==> config.mk <==
export PLATFORM = sky130hd
export DESIGN_NAME = div18x18_2c
export DESIGN_NICKNAME = d
export VERILOG_FILES = /design/src/rtl/div18x18_2c.sv
export SDC_FILE = /design/constraint.sdc
export NUM_CORES = 1
export LEC_CHECK = 0
export CORE_ASPECT_RATIO = 0.7
export CORE_UTILIZATION = 40
export CTS_BUF_LIST = sky130_fd_sc_hd__clkbuf_4 sky130_fd_sc_hd__clkbuf_8 sky130_fd_sc_hd__clkbuf_16
export DETAILED_ROUTE_END_ITERATION = 8
export SLEW_MARGIN = 20
export SYNTH_ARGS = -nofsm -noshare
export SYNTH_HDL_FRONTEND = slang
export SYNTH_SLANG_ARGS = --single-unit
==> constraint.sdc <==
create_clock -name clk -period 7.87 [get_ports clk]
set_input_delay 1.574 -clock clk [delete_from_list [all_inputs] [get_ports clk]]
set_output_delay 1.574 -clock clk [all_outputs]
set_load 0.01 [all_outputs]
==> src/rtl/div18x18_2c.sv <==
// Sequential signed divider: one quotient bit per en-cycle, restoring shift/subtract on magnitudes,
// with a final FIX cycle that applies the operand signs and the divide-by-zero result.
module div18x18_2c #(
  parameter int WIDTH = 18
) (
  input  logic             clk,
  input  logic             rst_n,
  input  logic             en,
  input  logic             start,
  input  logic [WIDTH-1:0] A,
  input  logic [WIDTH-1:0] B,
  output logic             busy,
  output logic             done,
  output logic [WIDTH-1:0] Q,
  output logic [WIDTH-1:0] R,
  output logic             div_zero
);
  localparam int CW = (WIDTH > 2) ? $clog2(WIDTH) : 1;

  typedef enum logic [1:0] {IDLE, CALC, FIX} state_t;

  state_t           state_q, state_d;
  logic [CW-1:0]    cnt_q, cnt_d;
  logic [WIDTH-1:0] a_q, a_d;       // dividend magnitude, quotient bits shift in from the bottom
  logic [WIDTH-1:0] b_q, b_d;
  logic [WIDTH-1:0] rem_q, rem_d;
  logic             qneg_q, qneg_d, rneg_q, rneg_d, zero_q, zero_d;
  logic [WIDTH-1:0] q_q, q_d, r_q, r_d;
  logic             dz_q, dz_d, done_q, done_d;

  // Magnitudes are taken as unsigned WIDTH-bit values, which already covers |-2^(WIDTH-1)|.
  // The shifted partial remainder carries one extra bit for the trial compare.
  logic [WIDTH:0]   shifted;
  logic [WIDTH-1:0] diff;
  logic             keep;

  always_comb begin
    shifted = {rem_q, a_q[WIDTH-1]};
    keep    = shifted >= {1'b0, b_q};
    diff    = shifted[WIDTH-1:0] - b_q;

    state_d = state_q;
    cnt_d   = cnt_q;
    a_d     = a_q;
    b_d     = b_q;
    rem_d   = rem_q;
    qneg_d  = qneg_q;
    rneg_d  = rneg_q;
    zero_d  = zero_q;
    q_d     = q_q;
    r_d     = r_q;
    dz_d    = dz_q;
    done_d  = done_q;

    if (en) begin
      done_d = 1'b0;
      case (state_q)
        IDLE: begin
          if (start) begin
            state_d = CALC;
            cnt_d   = CW'(WIDTH - 1);
            a_d     = A[WIDTH-1] ? -A : A;
            b_d     = B[WIDTH-1] ? -B : B;
            rem_d   = '0;
            qneg_d  = A[WIDTH-1] ^ B[WIDTH-1];
            rneg_d  = A[WIDTH-1];
            zero_d  = (B == '0);
          end
        end
        CALC: begin
          // With B=0 every trial "succeeds", so rem ends up holding |A| unchanged.
          rem_d = keep ? diff : shifted[WIDTH-1:0];
          a_d   = {a_q[WIDTH-2:0], keep};
          if (cnt_q == '0) state_d = FIX;
          else             cnt_d = cnt_q - CW'(1);
        end
        FIX: begin
          state_d = IDLE;
          done_d  = 1'b1;
          q_d     = zero_q ? '1 : (qneg_q ? -a_q : a_q);
          r_d     = rneg_q ? -rem_q : rem_q;
          dz_d    = zero_q;
        end
        default: state_d = IDLE;
      endcase
    end
  end

  always_ff @(posedge clk or negedge rst_n) begin
    if (!rst_n) begin
      state_q <= IDLE;
      cnt_q   <= '0;
      a_q     <= '0;
      b_q     <= '0;
      rem_q   <= '0;
      qneg_q  <= 1'b0;
      rneg_q  <= 1'b0;
      zero_q  <= 1'b0;
      q_q     <= '0;
      r_q     <= '0;
      dz_q    <= 1'b0;
      done_q  <= 1'b0;
    end else begin
      state_q <= state_d;
      cnt_q   <= cnt_d;
      a_q     <= a_d;
      b_q     <= b_d;
      rem_q   <= rem_d;
      qneg_q  <= qneg_d;
      rneg_q  <= rneg_d;
      zero_q  <= zero_d;
      q_q     <= q_d;
      r_q     <= r_d;
      dz_q    <= dz_d;
      done_q  <= done_d;
    end
  end

  assign busy     = (state_q != IDLE);
  assign done     = done_q;
  assign Q        = q_q;
  assign R        = r_q;
  assign div_zero = dz_q;
endmodule

==> results of run 1 <==
## layout by cell type (no fill, tap or decap), types with 3 or more instances in the layout
cell	n
a211oi_1	4
a21o_1	5
a21oi_1	33
a32oi_1	7
and2_1	3
and3_1	3
buf_4	5
clkbuf_16	9
clkdlybuf4s50_1	77
dfrtp_1	102
ha_1	24
inv_1	39
mux2i_1	14
nand2_1	122
nand2b_1	8
nand3_1	10
nand3b_1	4
nor2_1	47
nor2b_1	5
nor3_1	12
nor4_1	6
o21a_1	6
o21ai_0	110
o22ai_1	14
o311ai_0	3
o31ai_1	18
o41ai_1	9
or3_1	6
or4_1	3
or4_4	3
xnor2_1	39
xor2_1	39
## cells by family (layout without fill, tap and decap cells)
family                   Yosys count  count (layout)  synth area share [%]
XOR/XNOR                          78              78                  10.6
buffers and inverters             81             137                  4.76
flip-flops                       102             102                  39.5
AO/OA/AOI/OAI                    223             223                  20.7
adder cells (fa/ha/maj)           25              25                  4.95
AND/OR/NAND/NOR                  243             243                  17.2
multiplexers                      15              15                  2.34
## final timing paths
kind / start / slack [ps] / end / cells past startpoint
max reg2reg: rem_q[7]$_DFFE_PN0P_ / 4950 / rem_q[15]$_DFFE_PN0P_ / 8
max in group asynchronous: rst_n / 5480 / b_q[7]$_DFFE_PN0P_ / 2
max: A[8] / 4160 / a_q[17]$_DFFE_PN0P_ / 7
min reg2reg: Q[3]$_DFFE_PN0P_ / 480 / Q[3]$_DFFE_PN0P_ / 2
min in group asynchronous: rst_n / 1240 / Q[1]$_DFFE_PN0P_ / 1
min: Q[3]$_DFFE_PN0P_ / 480 / Q[3]$_DFFE_PN0P_ / 2
## synthesized netlist by cell type, types with 2 or more instances
cell type / number
a21o_1: 5
xnor2_1: 39
nor3_1: 12
mux2i_1: 14
nand4_1: 2
o21ai_2: 2
clkbuf_1: 38
a32oi_1: 7
or4_4: 3
nand3b_1: 4
nor4_1: 6
nand2b_1: 8
o31ai_1: 18
ha_1: 24
o211ai_1: 2
o41ai_1: 9
nand2_1: 122
and3_1: 3
o31a_1: 2
nand3_1: 11
a21oi_1: 33
o21ai_0: 110
or3_1: 6
nor2b_1: 5
a41oi_1: 2
xor2_1: 39
o22ai_1: 14
buf_2: 2
dfrtp_1: 102
nand4b_1: 2
o311ai_0: 3
or4_1: 3
o21a_1: 6
inv_1: 39
o21bai_1: 2
a211oi_1: 4
and2_1: 3
nor2_1: 47
## worst max-delay path, cell delays in order
cell             delay (ps)
clkdlybuf4s50_1         460
or4_4                   580
or4_4                   450
or4_4                   440
nor4_2                  240
a21oi_1                  80
o21ai_2                 130
## routing by layer
layer  routed length, µm  share of wire [%]  GRT usage [%]
met5                   0                  0              0
met4                  90               0.56           3.07
met2                5920                 37           25.6
met1                9200                 58           33.1
met3                 718                4.5           3.69
## state kept, by name, indices dropped and copies added, names as in the netlist
| name | flops |
|---|---|
| R | 18 |
| zero_q | 1 |
| qneg_q | 1 |
| div_zero | 1 |
| a_q | 18 |
| state_q | 2 |
| cnt_q | 5 |
| Q | 18 |
| rem_q | 18 |
| rneg_q | 1 |
| done | 1 |
| b_q | 18 |
## power groups by stage
stage               registers [mW]  clock network [mW]  logic, mW
floorplan                    0.891                   0       1.09
CTS                          0.950               0.453       1.52
global route                 0.986               0.473       1.71
global placement             0.949                   0       1.49
finish                       0.954               0.441       1.51
detailed placement           0.961                   0       1.51
## final cells by class
cell class / count / area, µm² / area share, %
inverters: 39 / 146 / 1.91
multi-input cells: 584 / 3610 / 47.1
flip-flops and latches: 102 / 2550 / 33.3
well taps: 200 / 250 / 3.26
clock inverters: 6 / 61.3 / 0.799
clock buffers: 10 / 239 / 3.12
repair buffers: 82 / 808 / 10.5
==> summary.md, run 1 <==
| Metric | Value |
|---|---|
| Total Routing Usage GR | `between 10% and 20%` |
| Fmax | `about 270 MHz` |
| Hold_ws | `around 480 ps` |
| Post-CTS Resized | `0` |
| GRT overflow | `0` |
| Largest net degree at the start of global routing | `75` |
| Required @ worst endpoint | `slightly above 8000 ps` |
| Lkg Pwr | `about 3.3 nW` |
| Die Height | `108 µm` |
| Synth Warn # | `0` |
| Minimum clock period | `between 3000 and 4000 ps` |
| Status | `finished, final reports clean` |
| NumNets Final | `roughly 900` |
| DRC violations left | `0` |
| Inst Count DP | `1007` |
| Non-filler cells, final | `between 1000 and 1500` |
| Seq pwr share | `between 30% and 40%` |
| Buffers inserted by post-CTS timing repair | `0` |
| Synthesized flop and latch total | `~100` |
| ANT cells | `0` |
| Num Clock Sinks | `about 100` |
| Unique masters post-synth | `52` |
| GPL Wtd Cong | `approximately 0.83` |
| Initial Utilization | `about two fifths` |
| First-pass iteration count of the detailed router | `5` |
| WP data arrival | `roughly 4000 ps` |
| Row Count | `38` |
| Top cells by area, synth | `dfrtp_1, o21ai_0, nand2_1` |
| Util after Layout | `between 40% and 50%` |
| Fillers | `approximately 1500` |
| Fin crit share | `a little under half` |
| Mean post-synth cell area | `~8.4 µm²` |
| ANT nets after route | `0` |
| Worst setup margin | `~4200 ps` |
| H-tree Lvls | `3` |
| WS Path Type | `in2reg` |
| Sw frac | `a little over two fifths` |
| RSZ-0062 raised after global routing | `false` |
| Initial antenna violation count | `0` |
| WL/cell | `~16 µm` |
| Die X | `~150 µm` |
| Worst skew pair latency | `approximately 340 ps` |
| Layout cell share with drive strength beyond 1 | `under 10%` |
| Net Count, Synth | `832` |
| Internal power | `1.63 mW` |
| Placed inst area | `~7400 µm²` |
| Cells after Synth | `around 770` |
| CTS tree | `done` |
| Initial DRC Count | `slightly below 400` |
| Setup violations, final | `0` |
| TNS Setup | `0 ps` |
| Slew HR | `roughly half` |
| Num ports | `79` |
| Worst Skew | `slightly above 10 ps` |
| Pwr Density | `around 380 nW/µm²` |
| Critical Path Sink Type | `flop` |
| Core area | `15600 µm²` |
| Clock network power share | `between 10% and 20%` |
| PortBufs | `around 80` |
| Sequential share of the synthesized area | `about two fifths` |
| Combinational share of power | `between 50 and 60%` |
| Clock slew seen by the registers of the worst setup and hold paths | `~80 ps` |
| HPWL after DPL | `roughly 12000 µm` |
| Routed WL | `roughly 16000 µm` |
| Pre-CTS setup slack | `3820 ps` |
| Via count | `roughly 5500` |
| Die area | `roughly 17000 µm²` |
| Pins Over Slew Limit | `0` |
| Peak supply drop | `approximately 130 µV` |
| Post-Syn Area | `between 6000 and 7000 µm²` |
| Root buffer cell | `clkbuf_16` |
| Crit start category | `input pin` |
| Post-CTS Hold Fix Bufs | `0` |
| Ys async rst share | `100%` |
| Post-synth EDFFs | `0` |
| Crit path max fanout | `4` |
| TritonCTS buffer count | `9` |
| Slew @ Worst Pin | `between 700 and 800 ps` |
| Vias in the first global route | `approximately 4900` |
| Final Cell Area | `roughly 7700 µm²` |
| Ys flop type | `dfrtp_1` |
| Area Growth Syn to Fin | `18.6%` |
| First-pass GRT wire length | `26100 µm` |
| Final Hold Viols | `0` |
| Max Cap Violations | `0` |
| Clk buf depth | `2` |
| Leading area contributor after synthesis | `dfrtp_1` |
| Overall Power | `just under 3 mW` |
| Synth top area share | `about 40%` |
| Net Sw Power | `about 1.3 mW` |
| Hold Crit Class | `reg2reg` |
| Vias per std cell | `5.34` |
Note: power is estimated with default switching activity, not from simulation.
==> inputs of run 2 (changes only) <==
clock period = 3.9 ns   (was 7.87 ns; I/O delays follow)
==> run 2 against run 1 <==
Against the previous run: count of clock-buffer cells in the layout is 1 higher; sequential power rose by 100%; via count down 0.82%; utilization rose by 0.072 points; register-to-register slack worse by 3900 ps; critical path depth is the same; die area unchanged; first-iteration DRC count fell by 19%; largest cell class unchanged.
==> summary.md, run 2 (synthesis gave the netlist of run 1 again) <==
| Metric | Value |
|---|---|
| Status | `finished, final reports clean` |
| Fin crit share | `~74%` |
| Core area | `around 16000 µm²` |
| Num ports | `just under 80` |
| Total Routing Usage GR | `19.4%` |
| Clock slew seen by the registers of the worst setup and hold paths | `about 70 ps` |
| R2R depth | `9` |
| Vias in the first global route | `4813` |
| Root buffer cell | `clkbuf_16` |
| Peak supply drop | `~280 µV` |
| Post-CTS Resized | `0` |
| Hold Crit Class | `reg2reg` |
| Routed WL | `15700 µm` |
| Critical Path Max Stage Delay | `~540 ps` |
| RSZ-0062 raised after global routing | `false` |
| Die area | `16700 µm²` |
| TritonCTS buffer count | `9` |
| Area Growth Syn to Fin | `18.8%` |
| Pwr Density | `762 nW/µm²` |
| Minimum clock period | `approximately 2900 ps` |
| ANT nets after route | `0` |
| Initial DRC Count | `between 300 and 400` |
| PortBufs | `just under 80` |
| Worst Path Buf+Inv | `1` |
| Via count | `between 5000 and 6000` |
| Worst Hold End | `b_q[14]$_DFFE_PN0P_` |
| Initial Utilization | `41.3%` |
| Vias per std cell | `approximately 5.3` |
| Most frequent cells in the layout | `nand2_1, o21ai_0, dfrtp_1, clkdlybuf4s50_1, nor2_1` |
| WP data arrival | `just over 3000 ps` |
| Reg-to-reg endpoint | `rem_q[15]$_DFFE_PN0P_` |
| Crit path max fanout | `5` |
| Setup violations, final | `0` |
| Worst r2r src | `rem_q[4]$_DFFE_PN0P_` |
| Row Count | `38` |
| Final Hold Viols | `0` |
| Pins Over Slew Limit | `0` |
| Top delay family on crit path | `simple AND/OR/NAND/NOR gates` |
| Crit start category | `input pin` |
| Most used cell, CP | `or4_4` |
| Worst skew pair latency | `about 340 ps` |
| Critical Path Sink Type | `flop` |
| Crit path cell chain | `clkdlybuf4s50_1 -> or4_4 -> or4_4 -> or4_4 -> o21ai_2 -> xor2_1 -> a21oi_1` |
| H-tree Lvls | `3` |
| Post-CTS Hold Fix Bufs | `0` |
| Largest net degree at the start of global routing | `64` |
| NumNets Final | `about 890` |
| Lkg Pwr | `3.30 nW` |
| ANT cells | `0` |
| First-pass iteration count of the detailed router | `5` |
| WS Path Type | `in2reg` |
| Required @ worst endpoint | `~4100 ps` |
| Fmax | `345 MHz` |
| First-pass GRT wire length | `about 26000 µm` |
| Initial antenna violation count | `0` |
| DRC violations left | `0` |
| Clk buf depth | `2` |
| Die X | `154 µm` |
| Die Height | `approximately 110 µm` |
| Worst Min Path Start | `b_q[14]$_DFFE_PN0P_` |
| Inst Count DP | `between 1000 and 1500` |
| Worst reg2reg setup slack | `about 1000 ps` |
| Non-filler cells, final | `1027` |
| Buffers inserted by post-CTS timing repair | `0` |
| WP depth | `7` |
| CTS tree | `done` |
| WL/cell | `around 15 µm` |
| GRT overflow | `0` |
| Commonest non-fill, non-tap cell in the layout | `nand2_1` |
| Layout cell share with drive strength beyond 1 | `under 10%` |
| TNS Setup | `0 ps` |
| Slew HR | `46.9%` |
| GPL Wtd Cong | `around 0.83` |
| Num Clock Sinks | `between 100 and 150` |
| Worst Skew | `just over 10 ps` |
| CP max-delay cell | `or4_4` |
| Max Cap Violations | `0` |
| Slew @ Worst Pin | `slightly below 800 ps` |
| Worst Hold Path Cells | `2` |
| HPWL after DPL | `12300 µm` |
run 2: cell count changes in the layout (fill, tap and decap cells not counted), sizes merged:
cell / previous run / this run
clkinvlp: 1 / 3
inv: 42 / 41
buf: 5 / 9
clkinv: 2 / 0
clkbuf: 10 / 11
run 2: where the power goes:
| group | switching [mW] | internal, mW | total (mW) |
|---|---|---|---|
| sequential | 0.476 | 1.44 | 1.92 |
| clock | 0.408 | 0.454 | 0.863 |
| combinational | 1.67 | 1.40 | 3.07 |
run 2: how the worst max path moves through the flow:
stage	start	end
finish	A[6]	a_q[16]$_DFFE_PN0P_
global route	rem_q[7]$_DFFE_PN0P_	rem_q[8]$_DFFE_PN0P_
CTS	A[6]	a_q[16]$_DFFE_PN0P_
detailed placement	A[6]	a_q[16]$_DFFE_PN0P_
global placement	A[8]	a_q[16]$_DFFE_PN0P_
floorplan	A[8]	a_q[16]$_DFFE_PN0P_
run 2: tightest hold or removal path: cells and delay by family (launching register included):
kind / cells / cell delay, ps
flip-flops: 1 / 340
AO/OA/AOI/OAI: 1 / 60
AND/OR/NAND/NOR: 1 / 50
run 2: per-stage QoR:
step                      total power, mW  utilization, %  setup WS, ps  cell area, µm²  hold slack, ps
after CTS                            5.85            49.1          1030            7680             487
after floorplan                      3.99               -          1240            6460             449
after global routing                 6.35            49.1           864            7680             494
final                                5.85            49.1           998            7680             481
after detailed placement             4.98            47.3           667            7400             471
after global placement               4.89            47.3           686            7400             463
run 2: cell type report:
cell class | count | area, µm²
Clock buffer | 11 | 240
Multi-Input combinational cell | 584 | 3610
Sequential cell | 102 | 2550
Clock inverter | 5 | 42.5
Timing Repair Buffer | 86 | 838
Inverter | 39 | 146
Tap cell | 200 | 250
Fill cell | 1467 | 7960
run 2: per-layer routing:
layer | GRT usage (%) | share of wire, %
met5 | 0 | 0
met4 | 3.43 | 0.67
met3 | 3.73 | 4.8
met2 | 24.7 | 37
met1 | 32.5 | 58
